[config.mk]
export PLATFORM = sky130hd
export DESIGN_NAME = ff_scan_ctrl
export DESIGN_NICKNAME = d
export VERILOG_FILES = /design/src/rtl/ff_scan_ctrl_pkg.sv /design/src/rtl/ff_scan_ctrl.sv
export SDC_FILE = /design/constraint.sdc
export NUM_CORES = 1
export LEC_CHECK = 0
export ABC_AREA = 1
export BUFFER_PORTS_ARGS = -buffer_cell sky130_fd_sc_hd__buf_2
export CAP_MARGIN = 20
export CORE_AREA = 5 5 101 103
export DETAILED_ROUTE_END_ITERATION = 8
export DIE_AREA = 0 0 106 108
export PLACE_DENSITY = 0.53
export SLEW_MARGIN = 20
export SYNTH_ARGS = -nofsm -noshare
export SYNTH_HDL_FRONTEND = slang
export SYNTH_SLANG_ARGS = --single-unit
[constraint.sdc]
create_clock -name clk -period 1.5 [get_ports clk]
set_clock_uncertainty 0.2 [all_clocks]
set_input_delay 0.075 -clock clk [delete_from_list [all_inputs] [get_ports clk]]
set_output_delay 0.075 -clock clk [all_outputs]
set_load 0.005 [all_outputs]
[src/rtl/ff_scan_ctrl_pkg.sv]
// Shared definitions for the flip-flop scan checkpoint controller:
// the controller state encoding and the dump/restore direction codes.
package ff_scan_ctrl_pkg;

    typedef enum logic [2:0] {
        ST_IDLE    = 3'd0,
        ST_PREP    = 3'd1,
        ST_DUMP    = 3'd2,
        ST_RESTORE = 3'd3,
        ST_DONE    = 3'd4
    } scan_state_t;

    localparam logic DIR_DUMP    = 1'b0;
    localparam logic DIR_RESTORE = 1'b1;

endpackage

[src/rtl/ff_scan_ctrl.sv]
// Flip-flop scan checkpoint controller.
// Halts the emulated design, then either streams its scan chain out as
// dump beats (looping each beat back in so the chain ends where it began)
// or shifts restore beats in. Handshake stalls simply hold the chain.
module ff_scan_ctrl #(
    parameter int DATA_WIDTH  = 64,
    parameter int CHAIN_BEATS = 3
) (
    input  logic                  clk,
    input  logic                  rst_n,
    input  logic                  cmd_valid,
    output logic                  cmd_ready,
    input  logic                  cmd_dir,
    output logic                  dout_valid,
    input  logic                  dout_ready,
    output logic [DATA_WIDTH-1:0] dout_data,
    input  logic                  din_valid,
    output logic                  din_ready,
    input  logic [DATA_WIDTH-1:0] din_data,
    output logic                  emu_halt,
    output logic                  ff_scan,
    output logic [DATA_WIDTH-1:0] ff_sdi,
    input  logic [DATA_WIDTH-1:0] ff_sdo,
    output logic                  done
);

    import ff_scan_ctrl_pkg::*;

    localparam int CNT_W = $clog2(CHAIN_BEATS + 1);
    localparam logic [CNT_W-1:0] LAST_BEAT = CNT_W'(CHAIN_BEATS - 1);

    scan_state_t      state;
    scan_state_t      state_next;
    logic [CNT_W-1:0] cnt;
    logic [CNT_W-1:0] cnt_next;
    logic             dir;
    logic             dir_next;
    logic             xfer;

    // A beat moves whenever the active side of the stream handshakes.
    assign xfer = ((state == ST_DUMP) && dout_ready) ||
                  ((state == ST_RESTORE) && din_valid);

    // State, beat counter and latched direction; reset aborts any command.
    always_ff @(posedge clk or negedge rst_n) begin
        if (!rst_n) begin
            state <= ST_IDLE;
            cnt   <= '0;
            dir   <= DIR_DUMP;
        end else begin
            state <= state_next;
            cnt   <= cnt_next;
            dir   <= dir_next;
        end
    end

    // Next-state logic: one prep cycle, CHAIN_BEATS transfers, one done cycle.
    always_comb begin
        state_next = state;
        cnt_next   = cnt;
        dir_next   = dir;
        case (state)
            ST_IDLE: begin
                if (cmd_valid) begin
                    state_next = ST_PREP;
                    dir_next   = cmd_dir;
                end
            end
            ST_PREP: begin
                cnt_next   = '0;
                state_next = (dir == DIR_RESTORE) ? ST_RESTORE : ST_DUMP;
            end
            ST_DUMP, ST_RESTORE: begin
                if (xfer) begin
                    cnt_next = cnt + CNT_W'(1);
                    if (cnt == LAST_BEAT) begin
                        state_next = ST_DONE;
                    end
                end
            end
            ST_DONE: begin
                state_next = ST_IDLE;
            end
            default: begin
                state_next = ST_IDLE;
            end
        endcase
    end

    // Outputs: halt whenever busy, scan only on a handshake, loopback otherwise.
    always_comb begin
        cmd_ready  = (state == ST_IDLE);
        emu_halt   = (state != ST_IDLE);
        done       = (state == ST_DONE);
        dout_valid = (state == ST_DUMP);
        din_ready  = (state == ST_RESTORE);
        dout_data  = ff_sdo;
        ff_sdi     = (state == ST_RESTORE) ? din_data : ff_sdo;
        ff_scan    = xfer;
    end

endmodule

==> results of run 1 <==
==> cell families after synthesis <==
logic type / Yosys count / share of synthesized area, %
buf+inv: 90 / 37.5
simple gates: 216 / 51.3
flops: 6 / 9.21
fa+ha+maj: 1 / 0.767
compound gates: 4 / 1.23
==> placed cells by master, fill, tap and decap left out, types with 4 or more instances in the layout <==
cell | Yosys | routed
nand2_4 | 0 | 4
dfrtp_1 | 6 | 5
nand2_2 | 0 | 23
inv_1 | 9 | 8
buf_6 | 0 | 7
clkbuf_16 | 0 | 5
nand2_1 | 204 | 176
buf_2 | 9 | 262
==> cells in the mapped netlist <==
master	instances	area (sq um)
nand2_1	204	766
buf_4	70	526
buf_2	9	45.0
inv_1	9	33.8
dfrtp_1	6	150
nand3_1	4	20.0
nor2_1	3	11.3
o21ai_0	3	15.0
inv_2	2	7.51
nand4_1	2	12.5
a21oi_1	1	5.00
ha_1	1	12.5
nor2_4	1	11.3
nor3_1	1	5.00
nor3_2	1	10.0
==> area by class of cell <==
type,instances,area share [%]
clock buffers,3,1.35
inverters,11,1.84
multi-input cells,221,31.9
flip-flops and latches,6,4.94
well taps,111,4.53
repair buffers,285,55.2
repair inverters,1,0.286
==> routing by layer <==
metal | GRT usage [%] | vias to the layer above
li1 | - | 1306
met1 | 14.9 | 1105
met2 | 23.7 | 142
met3 | 2.39 | 6
met4 | 2.50 | 0
met5 | 0 | -
==> state kept, by name, summed over array words and instances, names as in the netlist <==
name / cells
state: 3
dir: 1
cnt: 2
==> stage by stage <==
stage	utilization (%)	hold slack, ns	cell area, sq um
6_report	33.6	-0.00156	3060
5_1_grt	33.6	0.0162	3060
4_1_cts	30.3	0.000362	2760
3_5_place_dp	28.7	-0.284	2610
3_3_place_gp	28.7	-0.288	2610
2_1_floorplan	-	-0.421	1630
==> critical path, cell delays in order, from the launching register on <==
cell and delay [ns]:
dfrtp_1 0.40, nor2_4 0.18, nand2_8 0.12, clkinv_8 0.11, clkbuf_16 0.16, nand2_1 0.05
nand2_1 0.07, buf_2 0.11
==> how the worst max path moves through the flow <==
| stage | startpoint | end | slack [ns] |
|---|---|---|---|
| after floorplan | state[1] | ff_sdi[10] | 0.14 |
| after CTS | state[2] | ff_sdi[30] | -0.21 |
| after global placement | state[0] | ff_sdi[62] | 0.05 |
| final | state[2] | ff_sdi[47] | -0.20 |
| after detailed placement | state[2] | ff_sdi[46] | 0.03 |
| after global routing | state[1] | ff_sdi[17] | -0.27 |
==> what timing repair did <==
action | 4_1_cts | 5_1_grt
pin swaps | 0 | 10
resized for setup | 7 | 43
hold endpoints to repair | 7 | 0
endpoints found under the setup margin | 66 | 73
buffers inserted | 1 | 1
cloned | 2 | 7
hold buffers | 3 | 0
==> power by group through the flow <==
stage | combinational, uW | clock (uW) | sequential [uW]
after floorplan | 1490 | 0 | 260
after global placement | 2570 | 0 | 276
after detailed placement | 2570 | 0 | 281
after CTS | 2840 | 265 | 284
after global routing | 3780 | 276 | 299
final | 3420 | 256 | 291
==> results.yml, run 1 <==
run_status:
  status: "complete, but fails checks"
  violations: "negative hold slack, negative setup slack"
timing:
  setup_viol: 71
  slew_headroom_pct: 79.7
  period_share_pct: 113
  post-route-min-period_ns: 1.70
  holdWs_ns: -0.00156
  fmax_mhz: 588
  worst_pin_slew_ns: 0.302
  timing.final.ws_setup_ns: -0.200
  setup_tns_ns: -11.78
  grt_setup_unrepaired: "yes"
  slew_violations: 0
  hold_viol_final: 3
floorplan:
  core_sq_um: 9110
  dieWidth_microns: 106
  start_util_pct: 17.9
  dieArea_sq_um: 11400
  die_height_microns: 108
  rows: 35
  num_io_pins: 268
route:
  route.top_layer_used: "met4"
  route.met3.wl_microns: 758
  drt_iter0_markers: 138
  drc_errors: 0
  first_pass_iters: 4
  drt-met1-wl_microns: 3700
  vias: 2559
  vias_per_cell: 4.01
  ant_nets: 0
  wl_microns: 9110
  post_drt_wl_per_cell_microns: 14.3
  dr_wl_met2_microns: 4580
worst_setup_path:
  cp_max_fo: 9
  regToRegSetupSlack_ns: -0.08
  critPathKind: "reg -> out"
  arrival_ns: 1.43
  r2r-start: "state[2]"
  worstReg2RegEnd: "state[0]"
  end_kind: "output pin"
  required_ns: 1.22
  start_kind: "flip-flop"
  r2r_cells: 8
yosys:
  synthCells: 317
  syn-num-nets: 452
  synth_seq_area_share_pct: 9.21
  yosysWarningCount: 0
  synth_area_per_cell_sq_um: 5.14
  yosysUniqueCellTypes: 15
  syn_area_sq_um: 1630
  synth_seq_cells: 6
grt:
  grt_max_degree: 33
  grt_pass1_wl_microns: 11700
  grt_pass1_vias: 2358
  overflow: 0
  grt_usage_pct: 12.6
  antenna_found_initial: 0
clock_tree:
  clk_pin_slew_ns: 0.04
  cts_sinks: 6
  htreeDepth: 1
  root_buffer: "clkbuf_8"
  cts_max_path_buffers: 2
  clk-insertion-delay-late_ns: 0.23
  cts_made_buffers: 3
  cts_tree: "built"
hold_path:
  hold_path.class: "in -> async"
power:
  p_per_area_nw_per_um2: 1300
  cellInternalPower_uw: 2050
  pwr-share-seq_pct: 7.3
  swShare_pct: 48.3
  power_frac_clock_pct: 6.4
  p_sw_uw: 1920
  p_leak_uw: 0.00205
  peakVddDrop_mv: 0.548
  total_power_uw: 3970
  power.share.combinational_pct: 86.2
cells_and_area:
  fillers: 1005
  area.growth.synth_to_final_pct: 88.0
  multi_input_area_sq_um: 977
  register_area_sq_um: 151
  fin_nets: 664
  final_cells: 638
  final_layout_size_suffix_gt1_share_pct: 60.9
  diodes: 0
place:
  pre_cts_slack_ns: 0.0346
  io_buffers: 267
  placedCellCount: 621
  dp_hpwl_microns: 6720
  gp_congestion: 0.847
job:
  cap_violations: 0
Power figures use the tool's default switching activity.
==> run 2: changes to the inputs <==
SKIP_CTS_REPAIR_TIMING = 1   (was unset)
clock period = 2.05 ns   (was 1.5 ns; I/O delays follow)
==> run 2 against run 1 <==
The flow finishes with violations (negative hold slack). Critical path depth grew 1. Die area unchanged. Hold slack worse by 0.059 ns. Utilization down 4.8 points. Sequential cell count did not move. Register-to-register slack improved by 0.76 ns. First-iteration DRC count rose by 1.4%. Global-route usage down 1.3 points. Combinational power shrank 49%. Total power is 46% lower. Critical path type unchanged.
==> results.yml, run 2 (synthesis results as in run 1) <==
run_status:
  status: "complete, but fails checks"
  violations: "negative hold slack"
power:
  peakVddDrop_mv: 0.518
  p_per_area_nw_per_um2: 820
  p_leak_uw: 0.00186
  total_power_uw: 2150
timing:
  period_share_pct: 90.7
  slew_violations: 0
  setup_tns_ns: 0
  holdWs_ns: -0.0601
  hold_viol_final: 1
  post-route-min-period_ns: 1.86
  timing.final.ws_setup_ns: 0.190
  setup_viol: 0
  slew_headroom_pct: 77.6
  fmax_mhz: 538
  grt_setup_unrepaired: "no"
  worst_pin_slew_ns: 0.337
floorplan:
  rows: 35
  die_height_microns: 108
  start_util_pct: 17.9
  dieWidth_microns: 106
  dieArea_sq_um: 11400
  core_sq_um: 9110
  num_io_pins: 268
place:
  io_buffers: 267
  dp_hpwl_microns: 6720
  gp_congestion: 0.871
  pre_cts_slack_ns: 0.380
  placedCellCount: 620
grt:
  grt_usage_pct: 11.3
  overflow: 0
  grt_pass1_wl_microns: 10900
  antenna_found_initial: 0
  grt_pass1_vias: 2316
  grt_max_degree: 37
worst_setup_path:
  crit_start: "state[1]"
  arrival_ns: 1.56
  required_ns: 1.75
  end_kind: "output pin"
  critPathKind: "reg -> out"
  start_kind: "flip-flop"
  cp_max_fo: 29
  r2r-start: "state[0]"
route:
  drc_errors: 0
  vias: 2429
  post_drt_wl_per_cell_microns: 12.2
  drt_iter0_markers: 140
  vias_per_cell: 3.89
  first_pass_iters: 4
  ant_nets: 0
  wl_microns: 7600
clock_tree:
  cts_tree: "built"
  cts_max_path_buffers: 2
  clk_pin_slew_ns: 0.03
  cts_made_buffers: 3
  root_buffer: "clkbuf_8"
  htreeDepth: 1
  cts_sinks: 6
  clk-insertion-delay-late_ns: 0.22
cells_and_area:
  layout_common_cells: "buf_2 (267), nand2_1 (203), inv_1 (9), dfrtp_1 (6), nand3_1 (4)"
  final_cells: 624
  diodes: 0
  top_register: "state"
  layout_commonest_cell: "buf_2"
  area.growth.synth_to_final_pct: 60.9
  fin_nets: 650
  final_layout_size_suffix_gt1_share_pct: 54.4
  reg.largest.list: "state (3), cnt (2), dir (1)"
  largest_register_ffs: 3
hold_path:
  hp-start: "cmd_dir"
  hold_path.class: "in -> reg"
job:
  cap_violations: 0
==> run 2: changes by cell type in the layout (fill, tap and decap cells not counted), sizes merged <==
cell and delta:
buf -6, clkbuf -5, clkinv -1, dlygate4sd3 -2
==> run 2: power breakdown <==
group | switching (uW) | total (uW) | internal, uW
logic | 1000 | 1760 | 758
registers | 47.0 | 213 | 166
clock network | 49.8 | 176 | 126
==> run 2: final timing paths <==
path / to / slack, ns / depth (start not counted)
setup / recovery: ff_sdi[12] / 0.19 / 8
hold / removal: dir / -0.06 / 3
setup reg to reg: state[0] / 0.68 / 6
hold reg to reg: dir / 0.32 / 2
max in group asynchronous: state[1] / 1.45 / 2
min in group asynchronous: cnt[1] / 0.05 / 2
==> run 2: critical path: stages (launching register included) <==
cell and delay [ns]:
dfrtp_1 0.42, inv_2 0.07, nor2_4 0.12, nand2_2 0.08, inv_2 0.07, buf_4 0.29, nand2_1 0.08, nand2_1 0.08
buf_2 0.11
==> run 2: stage by stage <==
stage,cell area [sq um],utilization [%]
6_report,2620,28.8
3_5_place_dp,2570,28.2
5_1_grt,2620,28.8
4_1_cts,2610,28.6
3_3_place_gp,2570,28.2
2_1_floorplan,1630,-
==> run 2: routing by layer <==
layer / track usage [%] / vias to the layer above / share of wire (%)
li1: - / 1269 / -
met1: 13.5 / 1018 / 40
met2: 21.0 / 138 / 50
met3: 3.16 / 4 / 9.7
met4: 0.463 / 0 / 0.58
met5: 0 / - / 0
==> run 2: final cells by class <==
type                    instances  area (sq um)
well taps                     111           139
flip-flops and latches          6           150
multi-input cells             221           871
inverters                      11          41.3
fillers                      1019          6490
repair buffers                272          1380
clock buffers                   3          41.3
